File: src/rtl/conv_seq.sv
`default_nettype none
// ============================================================================
// Module      : conv_seq
// Description : Frame sequencer for the 5x5 / 4-bit convolution datapath.
//               Collects 25 serial pixels into a packed 100-bit image bus,
//               holds the bus stable for CONV_LAT cycles, captures the 81-bit
//               result and streams the nine 9-bit results out with a
//               valid/ready handshake and a last flag.
//               Optional feature macro: CONV_SEQ_OVERLAP_EN (load the next
//               frame while the current results are being drained).
// Revision    : 1.0 - initial release
// ============================================================================
module conv_seq #(
    parameter int CONV_LAT = 2            // datapath latency, legal 1..15
) (
    input  logic         clk,
    input  logic         rst,
    // pixel stream in
    input  logic         pix_valid,
    output logic         pix_ready,
    input  logic [3:0]   pix_data,
    // convolution datapath
    output logic [99:0]  conv_in,
    input  logic [80:0]  conv_out,
    // result stream out
    output logic         res_valid,
    input  logic         res_ready,
    output logic [8:0]   res_data,
    output logic         res_last,
    output logic         busy
);

    localparam logic [4:0] C_NPIX     = 5'd25;
    localparam logic [3:0] C_LAST_RES = 4'd8;
    localparam logic [3:0] C_LAT      = 4'(CONV_LAT);

    typedef enum logic [1:0] {
        ST_LOAD  = 2'd0,
        ST_WAIT  = 2'd1,
        ST_DRAIN = 2'd2
    } state_t;

    state_t        state_q;
    logic [4:0]    pcnt_q;
    logic [4:0]    pcnt_d;
    logic [3:0]    wcnt_q;
    logic [3:0]    rcnt_q;
    logic [99:0]   img_q;
    logic [99:0]   img_d;
    logic [80:0]   result_q;

    logic          w_in_load;
    logic          w_in_wait;
    logic          w_in_drain;
    logic          w_pix_hs;
    logic          w_res_hs;

    // Output decode: everything below depends on registered state only.
    always_comb begin
        w_in_load  = (state_q == ST_LOAD);
        w_in_wait  = (state_q == ST_WAIT);
        w_in_drain = (state_q == ST_DRAIN);
`ifdef CONV_SEQ_OVERLAP_EN
        // Results are already captured in DRAIN, so the image bus is free to
        // take the next frame until it is full.
        pix_ready  = w_in_load | (w_in_drain & (pcnt_q < C_NPIX));
`else
        pix_ready  = w_in_load;
`endif
        res_valid  = w_in_drain;
        res_last   = w_in_drain & (rcnt_q == C_LAST_RES);
        busy       = w_in_wait | w_in_drain;
        conv_in    = img_q;
    end

    // Result selection: rcnt picks one 9-bit lane of the captured result.
    always_comb begin
        res_data = '0;
        for (int j = 0; j < 9; j++) begin
            if (rcnt_q == 4'(j)) begin
                res_data = result_q[9*j +: 9];
            end
        end
    end

    // Handshakes and pixel slot write: slots not written keep old contents.
    always_comb begin
        w_pix_hs = pix_valid & pix_ready;
        w_res_hs = res_valid & res_ready;
        pcnt_d   = w_pix_hs ? (pcnt_q + 5'd1) : pcnt_q;
        img_d    = img_q;
        for (int k = 0; k < 25; k++) begin
            if (w_pix_hs && (pcnt_q == 5'(k))) begin
                img_d[4*k +: 4] = pix_data;
            end
        end
    end

    // Sequencer FSM with its counters, image bus and result register.
    always_ff @(posedge clk) begin
        if (rst) begin
            state_q  <= ST_LOAD;
            pcnt_q   <= '0;
            wcnt_q   <= '0;
            rcnt_q   <= '0;
            img_q    <= '0;
            result_q <= '0;
        end else begin
            img_q  <= img_d;
            pcnt_q <= pcnt_d;
            case (state_q)
                ST_LOAD: begin
                    if (pcnt_d == C_NPIX) begin
                        state_q <= ST_WAIT;
                        wcnt_q  <= C_LAT;
                    end
                end
                ST_WAIT: begin
                    // The image is now owned by the result register, so the
                    // pixel counter can restart for the next frame.
                    if (wcnt_q <= 4'd1) begin
                        result_q <= conv_out;
                        rcnt_q   <= '0;
                        pcnt_q   <= '0;
                        state_q  <= ST_DRAIN;
                    end else begin
                        wcnt_q <= wcnt_q - 4'd1;
                    end
                end
                ST_DRAIN: begin
                    if (w_res_hs) begin
                        if (rcnt_q == C_LAST_RES) begin
`ifdef CONV_SEQ_OVERLAP_EN
                            // A frame completed during the drain (including
                            // this very cycle) goes straight to WAIT.
                            if (pcnt_d == C_NPIX) begin
                                state_q <= ST_WAIT;
                                wcnt_q  <= C_LAT;
                            end else begin
                                state_q <= ST_LOAD;
                            end
`else
                            state_q <= ST_LOAD;
                            pcnt_q  <= '0;
`endif
                        end else begin
                            rcnt_q <= rcnt_q + 4'd1;
                        end
                    end
                end
                default: begin
                    state_q <= ST_LOAD;
                end
            endcase
        end
    end

endmodule
`default_nettype wire

File: config.mk
export PLATFORM = sky130hd
export DESIGN_NAME = conv_seq
export DESIGN_NICKNAME = d
export VERILOG_FILES = /design/src/rtl/conv_seq.sv
export SDC_FILE = /design/constraint.sdc
export NUM_CORES = 1
export LEC_CHECK = 0
export ABC_AREA = 1
export CAP_MARGIN = 30
export CORE_ASPECT_RATIO = 0.8
export CORE_MARGIN = 10
export CORE_UTILIZATION = 30
export CTS_CLUSTER_DIAMETER = 120
export DETAILED_ROUTE_END_ITERATION = 8
export PLACE_DENSITY_LB_ADDON = 0.3
export SLEW_MARGIN = 20
export SYNTH_ARGS = -nofsm -noshare
export SYNTH_HDL_FRONTEND = slang
export SYNTH_SLANG_ARGS = --single-unit
File: constraint.sdc
create_clock -name clk -period 3.35 [get_ports clk]
set_input_delay 0.67 -clock clk [delete_from_list [all_inputs] [get_ports clk]]
set_output_delay 0.67 -clock clk [all_outputs]
set_load 0.01 [all_outputs]
==> flow_summary.json <==
{
  "avgRoutedWirePerCell_um": 15.9,
  "hold_start": "result_q[78]",
  "status": "finished clean",
  "routed_wl_mm": 27.7,
  "path_class": "register to primary output",
  "ys_seq_area_share_pct": 47.1,
  "synth_top_cell_by_area": "dfxtp_1",
  "crit_fanout": 11,
  "grt_overflow_total": 0,
  "portBuffers": 201,
  "crit_path_start_kind": "register",
  "clkSlewWorstSetupHoldPaths_ps": 70,
  "synth.top_cells.by_area": "dfxtp_1 (47%), o21ai_0 (12%), nor2_1 (11%), inv_1 (7.0%), a21oi_1 (6.3%)",
  "area_growth_pct": 36.3,
  "placed_cells": 1699,
  "dr.pass1.iters": 5,
  "grtUsageTotal_pct": 15.5,
  "num_rows": 54,
  "avgSynthCellArea_um2": 7.10,
  "antenna_found_initial": 2,
  "cp.arrival_ps": 2520,
  "cts_htree_levels": 4,
  "hp-class": "register to register",
  "synth_top_cell_area_share_pct": 47.1,
  "cp-end-kind": "primary output",
  "start_util_pct": 30.5,
  "final_area_mm2": 0.0114,
  "cts_buffer_depth": 2,
  "cts_tree": "yes",
  "via_per_inst": 4.64,
  "tightest_slew_ps": 828,
  "clock_latency_ps": 440,
  "power.share.clock_pct": 42.7,
  "syn-cell-area_mm2": 0.00834,
  "fin_nets": 1460,
  "die_w_um": 206,
  "yosysWarnings": 0,
  "num_vias": 8053,
  "startpoint": "rcnt_q[0]",
  "max-slew-margin-rel_pct": 44.6,
  "place_area_mm2": 0.0107,
  "reg2regPathDepth": 11,
  "grt_max_degree": 100,
  "synth_cells": 1175,
  "ir_drop_mv": 0.329,
  "maxCapViolations": 0,
  "drc": 0,
  "die_h_um": 169,
  "pwr-share-comb_pct": 6.0,
  "fin_tns_setup_ps": 0,
  "syn_nets": 1279,
  "swShare_pct": 24.1,
  "ctsHoldBuffers": 0,
  "drt_iter0_drc": 477,
  "p_seq_share_pct": 51.3,
  "drtAntennaViolNets": 0,
  "die_area_mm2": 0.0349,
  "fin_crit_ps": 3190,
  "endpoint": "res_data[8]",
  "finalCritPeriodShare_pct": 95.3,
  "cts-root-buf": "clkbuf_16",
  "r2r-start": "state_q[1]",
  "synth-seq-cells": 196,
  "whs_ps": 449,
  "instances_no_fill": 1735,
  "fin_skew_ps": 12.8,
  "max_freq_mhz": 313,
  "setup_viol": 0,
  "reg2reg_to": "conv_in[52]",
  "design.core.area_mm2": 0.0273,
  "drv_slew": 0,
  "gp_congestion": 0.866,
  "cp.required_ps": 2680,
  "hold_viol": 0,
  "p_leak_nw": 4.33,
  "clock-sinks": 196,
  "power.internal_mw": 3.48,
  "dp_hpwl_mm": 20.7,
  "yosysUniqueCellTypes": 30,
  "rsz0062_at_grt": "yes",
  "grt_pass1_vias": 7722,
  "power_density_mw_per_mm2": 403,
  "drive_above_1_share_pct": 6.50,
  "fin_util_pct": 41.6,
  "grt_pass1_wl_mm": 43.1,
  "ioPinCount": 202,
  "p_switching_mw": 1.10,
  "worst-r2r-setup-slack_ps": 990,
  "cts_buffers": 17
}
## worst min-delay path by stage
stage / slack (ps) / cells past startpoint / end
6_report: 450 / 2 / result_q[78]
3_5_place_dp: 440 / 2 / result_q[39]
3_3_place_gp: 430 / 2 / result_q[73]
4_1_cts: 450 / 2 / result_q[39]
2_1_floorplan: 420 / 2 / result_q[18]
5_1_grt: 480 / 2 / result_q[63]
## cell type report
class                      count  area, µm²
sequential                   196       3930
antenna                        2       5.00
timing repair buffer         220       2190
tap                          364        455
clock buffer                  22        454
inverter                     167        638
fill                        2804      15900
clock inverter                10       91.3
multi-input combinational    754       3600
## synth_stat cells
| cell type | n |
|---|---|
| buf_2 | 12 |
| o211ai_1 | 1 |
| or2_2 | 1 |
| nor4_1 | 1 |
| o21ai_1 | 3 |
| nor2_2 | 9 |
| nor2_1 | 236 |
| a21oi_1 | 105 |
| clkinv_1 | 3 |
| nor3_2 | 1 |
| ha_1 | 15 |
| nand4_1 | 16 |
| nor3_4 | 1 |
| nor3_1 | 6 |
| buf_1 | 9 |
| xor2_1 | 2 |
| xnor2_1 | 2 |
| clkbuf_1 | 37 |
| dfxtp_1 | 196 |
| nor2_4 | 1 |
| nand2_2 | 1 |
| nand2_1 | 109 |
| inv_2 | 8 |
| clkinv_2 | 1 |
| nand2_4 | 1 |
| inv_1 | 155 |
| nand3_1 | 43 |
| nand3_2 | 1 |
| o21ai_4 | 1 |
| o21ai_0 | 198 |
## metrics by stage
stage	total power, mW	setup slack (ps)
6_report	4.58	156
3_3_place_gp	2.68	407
2_1_floorplan	2.51	1140
4_1_cts	4.65	32.7
3_5_place_dp	2.68	320
5_1_grt	4.76	-2.89
## power groups by stage
stage	sequential [mW]	clock, mW	combinational, mW
after CTS	2.35	2.02	0.279
after detailed placement	2.40	0	0.277
after global routing	2.35	2.11	0.301
final	2.35	1.96	0.276
after global placement	2.40	0	0.277
after floorplan	2.41	0	0.0998
## state kept, by name (all words and copies together) (netlist names)
| signal | count |
|---|---|
| conv_in | 100 |
| result_q | 81 |
| pcnt_q | 5 |
| rcnt_q | 4 |
| wcnt_q | 4 |
| state_q | 2 |
## cells by family after synthesis
group	after synthesis	synth area share, %
adder cells (fa/ha/maj)	15	2.25
buffers and inverters	225	10.3
flip-flops	196	47.1
AND/OR/NAND/NOR	427	21.3
XOR/XNOR	4	0.420
AO/OA/AOI/OAI	308	18.7
## worst max-delay path, stage by stage, from the launching register on
cell	delay [ps]
dfxtp_2	350
ha_2	220
nand3_1	280
clkinvlp_4	330
a21oi_1	190
nand2_1	100
nand3_1	70
clkdlybuf4s50_1	550
## metal layers
metal / up-vias / wire (µm) / global-route usage (%)
met3: 18 / 1370 / 3.43
li1: 4112 / - / -
met1: 3762 / 13800 / 21.6
met4: 2 / 340 / 4.50
met5: - / 13 / 0
met2: 159 / 12200 / 23.5
## timing repair
item / CTS / global route
pin swaps: 1 / 2
resized for setup: 8 / 18
endpoints found under the setup margin: 9 / 9
setup buffers: 0 / 2
hold endpoints to repair: 0 / 0
## placed cells by master, fill, tap and decap left out, types with 3 or more instances in the layout
master / synthesis / layout
a21oi_1: 105 / 105
buf_4: 0 / 16
clkbuf_1: 37 / 4
clkbuf_16: 0 / 17
clkdlybuf4s50_1: 0 / 199
clkinv_4: 0 / 4
dfxtp_1: 196 / 194
ha_1: 15 / 11
inv_1: 155 / 150
inv_2: 8 / 12
inv_6: 0 / 3
nand2_1: 109 / 107
nand3_1: 43 / 43
nand4_1: 16 / 16
nor2_1: 236 / 236
nor2_2: 9 / 7
nor2_4: 1 / 3
nor3_1: 6 / 6
o21ai_0: 198 / 196
o21ai_1: 3 / 5
No activity file was read; power rests on OpenSTA's default activity.
